## src/rtl/bus_arbiter.sv

```systemverilog
// bus_arbiter: shares one 16-bit external bus between the instruction
// fetch port (I) and the load/store port (D).
//
// Ports:
//   clk_i, reset_i               clock, synchronous active-high reset
//   i_adr_i, i_size_i            fetch request (size 00 = idle)
//   i_ack_o, i_err_o             fetch ack / watchdog error
//   d_adr_i, d_size_i, d_we_i,
//   d_dat_i, d_lock_i            load/store request, lock holds the grant
//   d_ack_o, d_err_o             load/store ack / watchdog error
//   adr_o, size_o, we_o, dat_o   external bus, driven by the granted master
//   vpa_o                        instruction-fetch cycle flag
//   ack_i                        external ack
//   gnt_o                        current grant: 00 none, 01 I, 10 D
//
// State table:
//   state | meaning
//   IDLE  | no owner; grant decided combinationally this cycle
//   OWN_I | fetch port owns the bus until ack, error or abandon
//   OWN_D | load/store port owns the bus (possibly locked across acks)
module bus_arbiter #(
  parameter int unsigned TIMEOUT = 255
) (
  input  logic        clk_i,
  input  logic        reset_i,
  input  logic [63:0] i_adr_i,
  input  logic [1:0]  i_size_i,
  output logic        i_ack_o,
  output logic        i_err_o,
  input  logic [63:0] d_adr_i,
  input  logic [1:0]  d_size_i,
  input  logic        d_we_i,
  input  logic [15:0] d_dat_i,
  input  logic        d_lock_i,
  output logic        d_ack_o,
  output logic        d_err_o,
  output logic [63:0] adr_o,
  output logic [1:0]  size_o,
  output logic        we_o,
  output logic [15:0] dat_o,
  output logic        vpa_o,
  input  logic        ack_i,
  output logic [1:0]  gnt_o
);

  typedef enum logic [1:0] {IDLE, OWN_I, OWN_D} state_t;

  localparam logic [7:0] WDOG_LAST = 8'(TIMEOUT - 1);

  state_t     state_q, state_d;
  logic       last_d_q, last_d_d;
  logic [7:0] wdog_q, wdog_d;

  logic i_req, d_req;
  logic gnt_i, gnt_d, any_gnt;
  logic own_req, timeout;

  assign i_req = (i_size_i != 2'b00);
  assign d_req = (d_size_i != 2'b00);

  // Grant is combinational so a request is served in the cycle it appears.
  always_comb begin
    gnt_i = 1'b0;
    gnt_d = 1'b0;
    case (state_q)
      IDLE: begin
        if (i_req && d_req) begin
          // Alternate on contention: D wins unless D took the last grant.
          gnt_d = ~last_d_q;
          gnt_i = last_d_q;
        end else begin
          gnt_i = i_req;
          gnt_d = d_req;
        end
      end
      OWN_I:   gnt_i = 1'b1;
      OWN_D:   gnt_d = 1'b1;
      default: ;
    endcase
  end

  assign any_gnt = gnt_i | gnt_d;
  assign own_req = (gnt_i & i_req) | (gnt_d & d_req);
  // ack_i in the same cycle takes priority over the timeout.
  assign timeout = own_req & ~ack_i & (wdog_q == WDOG_LAST);

  always_comb begin
    state_d  = state_q;
    last_d_d = last_d_q;
    wdog_d   = wdog_q;
    if (state_q == IDLE && any_gnt) last_d_d = gnt_d;
    if (!any_gnt) begin
      state_d = IDLE;
      wdog_d  = 8'd0;
    end else if (ack_i) begin
      state_d = (gnt_d && d_lock_i) ? OWN_D : IDLE;
      wdog_d  = 8'd0;
    end else if (own_req) begin
      if (timeout) begin
        state_d = IDLE;
        wdog_d  = 8'd0;
      end else begin
        state_d = gnt_d ? OWN_D : OWN_I;
        wdog_d  = wdog_q + 8'd1;
      end
    end else if (gnt_d && d_lock_i) begin
      // Locked D pausing between beats: keep the bus, watchdog frozen.
      state_d = OWN_D;
    end else begin
      state_d = IDLE;
      wdog_d  = 8'd0;
    end
  end

  always_ff @(posedge clk_i) begin
    if (reset_i) begin
      state_q  <= IDLE;
      last_d_q <= 1'b0;
      wdog_q   <= 8'd0;
    end else begin
      state_q  <= state_d;
      last_d_q <= last_d_d;
      wdog_q   <= wdog_d;
    end
  end

  // All outputs are held at zero while reset is asserted.
  logic act_i, act_d;
  assign act_i = gnt_i & ~reset_i;
  assign act_d = gnt_d & ~reset_i;

  assign gnt_o   = {act_d, act_i};
  assign adr_o   = act_i ? i_adr_i : (act_d ? d_adr_i : 64'd0);
  assign size_o  = act_i ? i_size_i : (act_d ? d_size_i : 2'b00);
  assign we_o    = act_d & d_we_i;
  assign dat_o   = act_d ? d_dat_i : 16'd0;
  assign vpa_o   = act_i & i_req;
  assign i_ack_o = act_i & ack_i;
  assign d_ack_o = act_d & ack_i;
  assign i_err_o = act_i & timeout;
  assign d_err_o = act_d & timeout;

endmodule

```

## config.mk

```make
export PLATFORM = sky130hd
export DESIGN_NAME = bus_arbiter
export DESIGN_NICKNAME = d
export VERILOG_FILES = /design/src/rtl/bus_arbiter.sv
export SDC_FILE = /design/constraint.sdc
export NUM_CORES = 1
export LEC_CHECK = 0
export CORE_AREA = 2 2 94 96
export DETAILED_ROUTE_END_ITERATION = 10
export DIE_AREA = 0 0 96 98
export PLACE_DENSITY = 0.68
export SYNTH_ARGS = -nofsm -noshare
export SYNTH_HDL_FRONTEND = slang
export SYNTH_SLANG_ARGS = --single-unit
```

## constraint.sdc

```tcl
create_clock -name clk_i -period 2.9 [get_ports clk_i]
set_clock_uncertainty 0.1 [all_clocks]
set_input_delay 0.29 -clock clk_i [delete_from_list [all_inputs] [get_ports clk_i]]
set_output_delay 0.29 -clock clk_i [all_outputs]
set_load 0.01 [all_outputs]
```

==> results of run 1 <==
-- cells by family (layout without fill, tap and decap cells) --
| logic type | count (synthesis) | in the layout | share of synthesized area (%) |
|---|---|---|---|
| AO/OA/AOI/OAI | 91 | 91 | 50.0 |
| AND/OR/NAND/NOR | 59 | 59 | 23.0 |
| adder cells (fa/ha/maj) | 2 | 2 | 1.55 |
| other | 0 | 2 | 0 |
| flip-flops | 11 | 11 | 13.7 |
| multiplexers | 1 | 1 | 0.622 |
| buffers and inverters | 26 | 264 | 11.1 |
-- critical path, cell delays in order, from the launching register on --
cell	delay (ns)
dfxtp_1	0.44
and4_4	0.31
nand4_4	0.11
or3_1	0.34
nor4_1	0.21
buf_4	0.17
clkdlybuf4s50_1	0.54
-- sequential cells by signal, summed over array words and instances, names as in the netlist --
name / cells
wdog_q: 8
last_d_q: 1
state_q: 2
-- routing by layer --
layer | global-route usage (%) | vias to the layer above | wire [um]
met5 | 0 | - | 0
met3 | 7.18 | 14 | 994
met1 | 23.2 | 1129 | 3920
met4 | 5.93 | 0 | 219
met2 | 32.8 | 112 | 4780
li1 | - | 1238 | -
-- layout make-up --
cell class                 instances  area [um2]
fill                             815        4230
timing repair buffer             256        2590
multi-input combinational        153        1220
sequential                        11         220
tap                              108         135
clock buffer                       4        45.0
inverter                           4        15.0
antenna                            2        5.00
-- synthesized netlist by cell type, types with 2 or more instances --
cell      number  area share (%)
a22o_1        66              36
and2_1        19             7.4
dfxtp_1       11              14
buf_6          8             5.6
nand2_1        8             1.9
nor2_1         7             1.6
a311oi_1       6             3.3
buf_2          5             1.6
clkbuf_1       5             1.2
a21oi_1        4             1.2
buf_4          4             1.9
inv_1          4            0.93
nand3_1        4             1.2
nor4_1         4             1.6
a22oi_1        2            0.93
a31oi_1        2            0.78
ha_1           2             1.6
nand2b_1       2            0.78
nor3_1         2            0.62
o21ai_1        2            0.62
o21ba_4        2             2.0
or2_1          2            0.78
or3_1          2            0.78
-- report_power, final --
group	internal [mW]	leakage [nW]	switching, mW
clock network	0.0970	0.0228	0.0623
logic	0.549	1.49	0.310
registers	0.157	0.0895	0.00510
-- repair_timing --
action,4_1_cts,5_1_grt
setup endpoints to repair,0,19
setup buffers,0,0
gates resized for setup,0,2
hold buffers,0,0
-- final timing paths --
path | from | end | slack, ns | depth (start not counted)
hold reg to reg | wdog_q[6] | wdog_q[6] | 0.40 | 1
hold / removal | wdog_q[6] | wdog_q[6] | 0.40 | 1
setup / recovery | wdog_q[3] | d_err_o | 0.14 | 6
setup reg to reg | wdog_q[0] | wdog_q[5] | 1.02 | 6
-- per-stage QoR --
| stage | hold WS, ns | cell area [um2] | utilization [%] | total power [mW] |
|---|---|---|---|---|
| 3_3_place_gp | 0.365 | 4180 | 49.3 | 1.02 |
| 6_report | 0.398 | 4230 | 50.0 | 1.18 |
| 4_1_cts | 0.390 | 4220 | 49.9 | 1.19 |
| 3_5_place_dp | 0.384 | 4180 | 49.3 | 1.03 |
| 2_1_floorplan | 0.350 | 1610 | - | 0.503 |
| 5_1_grt | 0.451 | 4230 | 50.0 | 1.25 |
==> impl_metrics.tcl, run 1 <==
set metrics [dict create \
    gp_congestion 0.782 \
    crit_fanout 7 \
    grt_overflow 0 \
    core-area_mm2 0.00847 \
    via_per_inst 4.63 \
    synthesis.instances 190 \
    cts_root_buf "clkbuf_8" \
    dieArea_mm2 0.00941 \
    htreeDepth 1 \
    fin_nets 584 \
    cts_num_sinks 11 \
    clk_latency_ns 0.24 \
    vias 2493 \
    syn_area_per_cell_um2 8.47 \
    irDropWorstVdd_mv 0.231 \
    placed_cells 532 \
    tns_ns 0 \
    cts_buffers 3 \
    fmax_ghz 0.362 \
    area_delta_synth_final_pct 163 \
    synthFlopType "dfxtp_1" \
    period_share_pct 95.3 \
    synth_edf_count 0 \
    ys_ff_latch 11 \
    path_class "reg2out" \
    dr.pass1.iters 4 \
    hp-class "reg2reg" \
    endpoint_kind "primary output" \
    syn_area_mm2 0.00161 \
    synth_cell_types 40 \
    finalWorstSetupSlack_ns 0.137 \
    cap_violations 0 \
    antenna_found_initial 2 \
    place_ws_ns 0.0944 \
    wl_mm 9.91 \
    finalSetupViolCount 0 \
    instances_no_fill 538 \
    cts_tree "built" \
    drive_above_1_share_pct 6.31 \
    worstMarginPinSlew_ns 0.582 \
    layout_commonest_cell "clkdlybuf4s50_1" \
    grt_usage_pct 19.7 \
    grt_pass1_vias 2461 \
    status "finished clean" \
    start_util_pct 19.0 \
    grt_max_degree 54 \
    ys_async_sr_fraction_pct 0 \
    row_count 34 \
    start_kind "register" \
    port_buffers 242 \
    die_y_um 98 \
    critPathArrivalTime_ns 2.37 \
    final_cell_mix "241 x clkdlybuf4s50_1, 66 x a22o_1, 19 x and2_1" \
    hold_viol_final 0 \
    powerDensity_mw_per_mm2 279 \
    ant_nets 0 \
    clk_pin_slew_worst_paths_ns 0.05 \
    relSlewSlack_pct 60.9 \
    min_period_ns 2.76 \
    slew_violations 0 \
    grt_pass1_wl_mm 14.1 \
    route.detailed.drc 0 \
    io_pins 243 \
    cellLeakagePower_nw 1.60 \
    drt_iter0_markers 52 \
    die-width_um 96 \
    synth_warnings 0 \
    required_ns 2.51 \
    cts_max_path_buffers 2 \
    ys_seq_area_share_pct 13.7 \
    rsz0062_at_grt "false" \
    drt-wirelength-per-cell_um 18.4 \
    dpl.hpwl_mm 8.61 \
    syn_nets 345 \
]
No activity file was read; power rests on OpenSTA's default activity.
==> inputs of run 2 (changes only) <==
==> config.mk (replaced) <==
export PLATFORM = sky130hd
export DESIGN_NAME = bus_arbiter
export DESIGN_NICKNAME = d
export VERILOG_FILES = /design/src/rtl/bus_arbiter.sv
export SDC_FILE = /design/constraint.sdc
export NUM_CORES = 1
export LEC_CHECK = 0
export CELL_PAD_IN_SITES_DETAIL_PLACEMENT = 2
export CELL_PAD_IN_SITES_GLOBAL_PLACEMENT = 2
export CORE_UTILIZATION = 11
export DETAILED_ROUTE_END_ITERATION = 10
export PLACE_DENSITY = 0.88
export SYNTH_ARGS = -nofsm -noshare
export SYNTH_HDL_FRONTEND = slang
export SYNTH_SLANG_ARGS = --single-unit
==> constraint.sdc (replaced) <==
create_clock -name clk_i -period 2.9 [get_ports clk_i]
set_clock_uncertainty 0.1 [all_clocks]
set_input_delay 0.58 -clock clk_i [delete_from_list [all_inputs] [get_ports clk_i]]
set_output_delay 0.58 -clock clk_i [all_outputs]
set_load 0.01 [all_outputs]
==> run 2 against run 1 <==
  * Largest power group unchanged
  * Setup slack worse by 0.094 ns
  * Clock-buffer cell count is 1 lower
  * Maximum frequency is 3.3% lower
==> impl_metrics.tcl, run 2 (synthesis results as in run 1) <==
set metrics [dict create \
    vias 2647 \
    hold_depth 1 \
    via_per_inst 4.21 \
    finalSetupViolCount 0 \
    crit_cells 9 \
    reg2reg_depth 6 \
    path_cells "dlygate4sd2_1 > or2_4 > a21oi_4 > nor3_4 > buf_12 > buf_12 > buf_16 > a22o_4 > buf_2" \
    power_frac_seq_pct 13.6 \
    cts_root_buf "clkbuf_16" \
    grt_pass1_vias 2882 \
    gp_congestion 0.841 \
    path_delay_family "buffers and inverters" \
    finalWorstSetupSlack_ns 0.0433 \
    clockPowerShare_pct 20.2 \
    slew_violations 0 \
    hold_viol_final 0 \
    hp-class "reg2reg" \
    io_pins 243 \
    place_ws_ns -0.489 \
    start_kind "primary input" \
    wl_mm 12.3 \
    cts_tree "built" \
    grt_pass1_wl_mm 17.3 \
    cpPeakStageDelay_ns 0.28 \
    placed_cells 610 \
    p_comb_share_pct 66.3 \
    cts_num_sinks 11 \
    cap_violations 0 \
    clk_latency_ns 0.24 \
    dieArea_mm2 0.0151 \
    endpoint_kind "primary output" \
    row_count 43 \
    cpMostUsedCell "buf_12" \
    instances_no_fill 629 \
    route.detailed.drc 0 \
    power.total_mw 1.26 \
    dr.pass1.iters 4 \
    p_sw_share_pct 33.7 \
    drt-wirelength-per-cell_um 19.5 \
    ant_nets 0 \
    antenna_found_initial 1 \
    top_regs "wdog_q (8), state_q (2), last_d_q (1)" \
    status "finished clean" \
    internal_power_mw 0.838 \
    grt_usage_pct 15.1 \
    drt_iter0_markers 88 \
    path_class "in2out" \
    crit_fanout 23 \
    switchingPower_mw 0.425 \
    path_buf_inv 5 \
    relSlewSlack_pct 64.9 \
    min_period_ns 2.86 \
    fmax_ghz 0.350 \
    area_delta_synth_final_pct 165 \
    rsz0062_at_grt "false" \
    layout_commonest_cell "clkdlybuf4s50_1" \
    period_share_pct 98.5 \
    die-width_um 123 \
    irDropWorstVdd_mv 0.154 \
    htreeDepth 1 \
    worstMarginPinSlew_ns 0.523 \
    die_y_um 123 \
    hold_buffers 0 \
    largest_reg_flops 8 \
    grt_overflow 0 \
    start_util_pct 11.4 \
    critPathArrivalTime_ns 2.18 \
    fin_nets 604 \
    required_ns 2.22 \
    grt_max_degree 30 \
    drive_above_1_share_pct 26.6 \
    dpl.hpwl_mm 9.63 \
    slowest_stage "a22o_4" \
    cts_max_path_buffers 2 \
    port_buffers 242 \
    cellLeakagePower_nw 1.88 \
    clk_pin_slew_worst_paths_ns 0.04 \
    top_register "wdog_q" \
    final_cell_mix "148 x clkdlybuf4s50_1, 66 x buf_2, 65 x a22o_1" \
    core-area_mm2 0.0141 \
    cts_buffers 3 \
    powerDensity_mw_per_mm2 296 \
]
-- run 2: worst paths after layout --
check / start / to / slack (ns)
setup / recovery: d_size_i[0] / adr_o[30] / 0.04
hold / removal: wdog_q[6] / wdog_q[6] / 0.40
setup reg to reg: wdog_q[0] / wdog_q[5] / 0.96
hold reg to reg: wdog_q[6] / wdog_q[6] / 0.40
-- run 2: timing repair --
| item | CTS | global route |
|---|---|---|
| gates cloned | 3 | 0 |
| pin swaps | 11 | 3 |
| gates resized for setup | 317 | 5 |
| endpoints found under the setup margin | 90 | 70 |
| setup buffers | 8 | 3 |
-- run 2: routing by layer --
layer,GRT usage (%),up-vias,wire [um]
met5,0,-,0
met3,2.44,8,920
met4,2.67,0,84
li1,-,1275,-
met1,16.1,1252,4440
met2,30.8,112,6830
-- run 2: power by group through the flow --
| stage | registers [mW] | logic, mW | clock network, mW |
|---|---|---|---|
| after floorplan | 0.164 | 0.338 | 0 |
| after global placement | 0.172 | 0.844 | 0 |
| after detailed placement | 0.173 | 0.872 | 0 |
| after CTS | 0.171 | 0.839 | 0.258 |
| after global routing | 0.172 | 0.894 | 0.271 |
| final | 0.171 | 0.837 | 0.255 |
-- run 2: layout make-up --
| class | count | area (um2) |
|---|---|---|
| clock buffer | 3 | 75.1 |
| antenna | 1 | 2.50 |
| fill | 1606 | 9830 |
| tap | 180 | 225 |
| sequential | 11 | 220 |
| timing repair buffer | 276 | 2480 |
| inverter | 4 | 15.0 |
| clock inverter | 1 | 5.00 |
| multi-input combinational | 153 | 1240 |
-- run 2: through the flow --
stage | instance area [um2] | setup TNS (ns) | hold WS, ns | utilization, %
finish | 4260 | 0 | 0.404 | 30.2
global route | 4260 | 0 | 0.419 | 30.2
floorplan | 1610 | 0 | 0.350 | -
detailed placement | 4290 | -35.01 | 0.395 | 30.4
CTS | 4240 | 0 | 0.404 | 30.0
global placement | 4290 | -28.89 | 0.363 | 30.4
